$ cat config.mk
export PLATFORM = sky130hd
export DESIGN_NAME = seq_mult
export DESIGN_NICKNAME = d
export VERILOG_FILES = /design/src/rtl/mult_pkg.sv /design/src/rtl/mult_sign_mag.sv /design/src/rtl/seq_mult.sv
export SDC_FILE = /design/constraint.sdc
export NUM_CORES = 1
export LEC_CHECK = 0
export CAP_MARGIN = 25
export CORE_MARGIN = 1
export CORE_UTILIZATION = 40
export CTS_BUF_LIST = sky130_fd_sc_hd__clkbuf_16
export CTS_CLUSTER_DIAMETER = 80
export CTS_CLUSTER_SIZE = 16
export DETAILED_ROUTE_END_ITERATION = 12
export GPL_ROUTABILITY_DRIVEN = 0
export PLACE_DENSITY = 0.71
export SLEW_MARGIN = 5
export SYNTH_ARGS = -nofsm -noshare
export SYNTH_HDL_FRONTEND = slang
export SYNTH_SLANG_ARGS = --single-unit
$ cat constraint.sdc
create_clock -name clk -period 7.33 [get_ports clk]
set_input_delay 0.733 -clock clk [delete_from_list [all_inputs] [get_ports clk]]
set_output_delay 0.733 -clock clk [all_outputs]
set_load 0.02 [all_outputs]
$ cat src/rtl/mult_pkg.sv
// Shared types and helpers for the sequential shift-and-add multiplier.
package mult_pkg;

  typedef enum logic [1:0] {
    IDLE,
    CALC,
    DONE
  } mult_state_t;

  localparam int DEFAULT_WIDTH = 4;
  localparam int ABS_W = 64;

  // Two's-complement magnitude of the low `width` bits of value.
  function automatic logic [ABS_W-1:0] f_abs(
    input logic [ABS_W-1:0] value,
    input int               width
  );
    logic [ABS_W-1:0] mask;
    if (width >= ABS_W)
      mask = '1;
    else
      mask = (ABS_W'(1) << width) - ABS_W'(1);
    if (value[6'(width-1)])
      f_abs = (~value + ABS_W'(1)) & mask;
    else
      f_abs = value & mask;
  endfunction

endpackage

$ cat src/rtl/mult_sign_mag.sv
// Combinational sign/magnitude helper: absolute value of a
// signed operand, or conditional two's-complement negation.
module mult_sign_mag
  import mult_pkg::*;
#(
  parameter int W = DEFAULT_WIDTH
) (
  input  logic [W-1:0] value,
  input  logic         abs_en,
  input  logic         neg_en,
  output logic [W-1:0] result
);

  always_comb begin
    result = value;
    if (abs_en)
      result = W'(f_abs(ABS_W'(value), W));
    else if (neg_en)
      result = -value;
  end

endmodule

$ cat src/rtl/seq_mult.sv
// Sequential shift-and-add multiplier, one partial product per
// clock, with valid/ready handshakes on both sides.
module seq_mult
  import mult_pkg::*;
#(
  parameter  int WIDTH = DEFAULT_WIDTH,
  localparam int CNT_W = $clog2(WIDTH+1)
) (
  input  logic               clk,
  input  logic               rst_n,
  input  logic               in_valid,
  output logic               in_ready,
  input  logic [WIDTH-1:0]   a,
  input  logic [WIDTH-1:0]   b,
  input  logic               sgn,
  output logic               out_valid,
  input  logic               out_ready,
  output logic [2*WIDTH-1:0] product,
  output logic               busy
);

  localparam int PW = 2*WIDTH;

  mult_state_t state;
  mult_state_t state_nx;

  logic [CNT_W-1:0] cnt;
  logic [WIDTH-1:0] mcand;
  logic [WIDTH-1:0] mplier;
  logic             neg;
  logic [PW-1:0]    acc;
  logic [PW-1:0]    acc_nx;
  logic [PW-1:0]    prod_nx;
  logic [WIDTH-1:0] a_mag;
  logic [WIDTH-1:0] b_mag;
  logic             accept;
  logic             last;

  mult_sign_mag #(.W(WIDTH)) u_abs_a (
    .value  (a),
    .abs_en (sgn),
    .neg_en (1'b0),
    .result (a_mag)
  );

  mult_sign_mag #(.W(WIDTH)) u_abs_b (
    .value  (b),
    .abs_en (sgn),
    .neg_en (1'b0),
    .result (b_mag)
  );

  // Final sign fix-up sees the accumulator including the last step.
  mult_sign_mag #(.W(PW)) u_neg_p (
    .value  (acc_nx),
    .abs_en (1'b0),
    .neg_en (neg),
    .result (prod_nx)
  );

  assign accept = in_valid && (state == IDLE);
  assign last   = (cnt == CNT_W'(WIDTH-1));
  assign acc_nx = acc + (mplier[0]
                  ? ({{WIDTH{1'b0}}, mcand} << cnt)
                  : '0);

  always_ff @(posedge clk or negedge rst_n) begin
    if (!rst_n)
      state <= IDLE;
    else
      state <= state_nx;
  end

  always_comb begin
    state_nx  = state;
    in_ready  = 1'b0;
    out_valid = 1'b0;
    busy      = 1'b0;
    unique case (state)
      IDLE: begin
        in_ready = 1'b1;
        if (in_valid)
          state_nx = CALC;
      end
      CALC: begin
        busy = 1'b1;
        if (last)
          state_nx = DONE;
      end
      DONE: begin
        busy      = 1'b1;
        out_valid = 1'b1;
        if (out_ready)
          state_nx = IDLE;
      end
      default: state_nx = IDLE;
    endcase
  end

  always_ff @(posedge clk or negedge rst_n) begin
    if (!rst_n) begin
      cnt     <= '0;
      mcand   <= '0;
      mplier  <= '0;
      neg     <= 1'b0;
      acc     <= '0;
      product <= '0;
    end else if (accept) begin
      cnt    <= '0;
      mcand  <= a_mag;
      mplier <= b_mag;
      neg    <= sgn & (a[WIDTH-1] ^ b[WIDTH-1]);
      acc    <= '0;
    end else if (state == CALC) begin
      acc    <= acc_nx;
      mplier <= mplier >> 1;
      cnt    <= cnt + CNT_W'(1);
      if (last)
        product <= prod_nx;
    end
  end

endmodule
==> results.py <==
metrics = {
    "die": {
        "rows": 25,
        "die_h_um": 74.0,
        "start_util_pct": 42.8,
        "die_area_um2": 5480,
        "core_um2": 4850,
        "die_w_um": 74.0,
        "io_pins": 24,
    },
    "power": {
        "leakage_nw": 1.20,
        "swShare_pct": 40.1,
        "pwr-share-comb_pct": 52.3,
        "power.total_w": 0.00120,
        "pwr-share-clk_pct": 21.7,
        "p_int_w": 0.000720,
        "power_frac_seq_pct": 26.0,
        "power_density_nw_per_um2": 473,
        "p_switching_w": 0.000482,
        "vdd_drop_max_uv": 259,
    },
    "detailed_routing": {
        "drt_first_iter_violations": 109,
        "firstDrtPassIters": 4,
        "topRoutingLayerUsed": "met4",
        "postRouteWirelength_mm": 4.09,
        "vias": 1713,
        "antenna_left": 0,
        "met3_length_um": 167,
        "wl_met1_mm": 1.95,
        "wl_per_cell_um": 12.8,
        "route.detailed.drc": 0,
        "wl_met2_mm": 1.93,
        "vias_per_cell": 5.34,
    },
    "cts": {
        "cts_resized": 0,
        "root_buffer": "clkbuf_16",
        "clk_latency_ns": 0.27,
        "holdBufCountCts": 0,
        "htree_levels": 2,
        "cts_setup_buffers": 0,
        "cts_sinks": 30,
        "cts_buffer_depth": 2,
        "cts_tree": "done",
        "cts_buffers": 5,
        "clk_pin_slew_ns": 0.05,
    },
    "placed_design": {
        "dpl.cell_count": 313,
        "place_hpwl_mm": 3.14,
        "port_buffers": 23,
        "pre_cts_ws_ns": 4.27,
    },
    "grt": {
        "grt_max_degree": 31,
        "first_global_vias": 1580,
        "grt-ovfl-total": 0,
        "grt_antenna_before_repair": 0,
        "grt_usage_pct": 18.0,
        "grt_pass1_wl_mm": 7.39,
    },
    "timing": {
        "setup_violations": 0,
        "rsz0062_at_grt": "false",
        "finalCritPeriodShare_pct": 42.2,
        "fin_tns_setup_ns": 0,
        "worst_slack_ns": 4.24,
        "slew_headroom_pct": 35.0,
        "slew_violations": 0,
        "hold_viol_final": 0,
        "finClkSkew_ns": 0.00400,
        "tightest_slew_ns": 0.975,
        "fmax_mhz": 323,
        "layout_min_cycle_time_ns": 3.09,
    },
    "synth": {
        "synth-seq-area-share_pct": 36.2,
        "syn_inst": 231,
        "syn_area_um2": 2070,
        "synth_cell_types": 48,
        "synthFlopType": "dfrtp_1",
        "synth_warnings": 0,
        "synth-seq-cells": 30,
        "syn_avg_cell_area_um2": 8.98,
        "synth_edf_count": 0,
        "syn_nets": 260,
        "async_flop_share_pct": 100,
    },
    "final_layout": {
        "mostFrequentLayoutCells": "30 x dfrtp_1, 27 x nand2_1, 23 x clkdlybuf4s50_1, 20 x nor2_1, 19 x o21ai_0",
        "stdcell_count": 321,
        "nNetsFinal": 282,
        "n_antenna_cell": 0,
        "final_util_pct": 52.4,
        "final_common_cell": "dfrtp_1",
        "drive_above_1_share_pct": 8.66,
        "syn_to_final_growth_pct": 22.6,
    },
    "critical_path": {
        "arrival_ns": 3.23,
        "startpoint_type": "flop",
        "worstPathRequired_ns": 7.47,
        "path_class": "reg2reg",
        "critPathCaptureType": "flop",
        "crit_fanout": 11,
    },
    "flow_run": {
        "drv_cap": 0,
    },
    "outcome": {
        "status": "complete, no violations",
    },
    "min_path": {
        "hold_path.class": "reg2reg",
    },
}
## area by class of cell
class	instances	area, µm²
Clock buffer	5	125
Clock inverter	3	63.8
Timing Repair Buffer	24	238
Multi-Input combinational cell	174	1210
Tap cell	67	83.8
Sequential cell	30	751
Inverter	18	67.6
Fill cell	449	2310
## registers in the layout (all words and copies together) (netlist names)
signal,count
mplier,4
state,2
mcand,4
product,8
acc,8
cnt,3
neg,1
## layer usage
layer / vias to the layer above / track usage, %
li1: 855 / -
met1: 809 / 24.8
met2: 44 / 27.7
met3: 5 / 4.07
met4: 0 / 6.41
met5: - / 0
## path summary, 6_finish.rpt
kind	from	slack, ns	to	cells past startpoint
max	cnt[1]	4.24	product[7]	11
min	product[4]	0.47	product[4]	2
max reg2reg	cnt[1]	4.24	product[7]	11
min reg2reg	product[4]	0.47	product[4]	2
max in group asynchronous	rst_n	6.19	cnt[1]	2
min in group asynchronous	rst_n	0.85	product[3]	2
## power by group through the flow
stage | sequential (W) | clock [W] | combinational, W
2_1_floorplan | 0.000303 | 0 | 0.000485
4_1_cts | 0.000312 | 0.000266 | 0.000631
3_5_place_dp | 0.000313 | 0 | 0.000628
6_report | 0.000312 | 0.000261 | 0.000629
5_1_grt | 0.000326 | 0.000273 | 0.000712
3_3_place_gp | 0.000311 | 0 | 0.000620
## cells by family (layout without fill, tap and decap cells)
logic type | after synthesis | count (layout) | synth area share, %
and+or+nand+nor | 80 | 80 | 18.5
AOI/OAI and AO/OA | 52 | 52 | 17.9
DFF | 30 | 30 | 36.2
buffers and inverters | 27 | 50 | 5.31
adders and majority gates | 16 | 16 | 10.0
muxes | 16 | 16 | 7.85
xor gates and xnor gates | 10 | 10 | 4.22
## cell usage after synthesis, types with 2 or more instances
master	n	area share [%]
and3_1	4	1.2
xor2_1	6	2.5
ha_1	15	9.1
o211a_1	3	1.4
a31oi_1	3	0.91
dfrtp_1	30	36
nand2_1	27	4.9
and2_1	2	0.60
o31ai_1	2	0.72
mux2_2	2	1.1
inv_1	18	3.3
a21oi_1	7	1.7
mux2i_1	14	6.8
nand2b_1	3	0.91
nor3_1	4	0.97
clkbuf_1	6	1.1
a211oi_1	4	1.4
o21ai_0	19	4.6
nor2_1	20	3.6
or2_2	2	0.60
nand3_1	8	1.9
xnor2_1	4	1.7
nor2b_1	3	0.91
## per-stage QoR
step,instance area (µm²),hold WS (ns)
final,2540,0.474
after detailed placement,2350,0.470
after global placement,2350,0.460
after floorplan,2070,0.437
after global routing,2540,0.506
after CTS,2540,0.481
## critical path: stages, from the launching register on
cell and delay [ns]:
dfrtp_1 0.53, mux2_2 0.40, nand2_1 0.07, o21ai_0 0.08, o211a_1 0.23, ha_1 0.34, a21oi_1 0.15, nand2_1 0.09
or3_4 0.38, a211o_2 0.35, a211oi_2 0.24, o31ai_2 0.08
(Power assumes the default switching activity.)
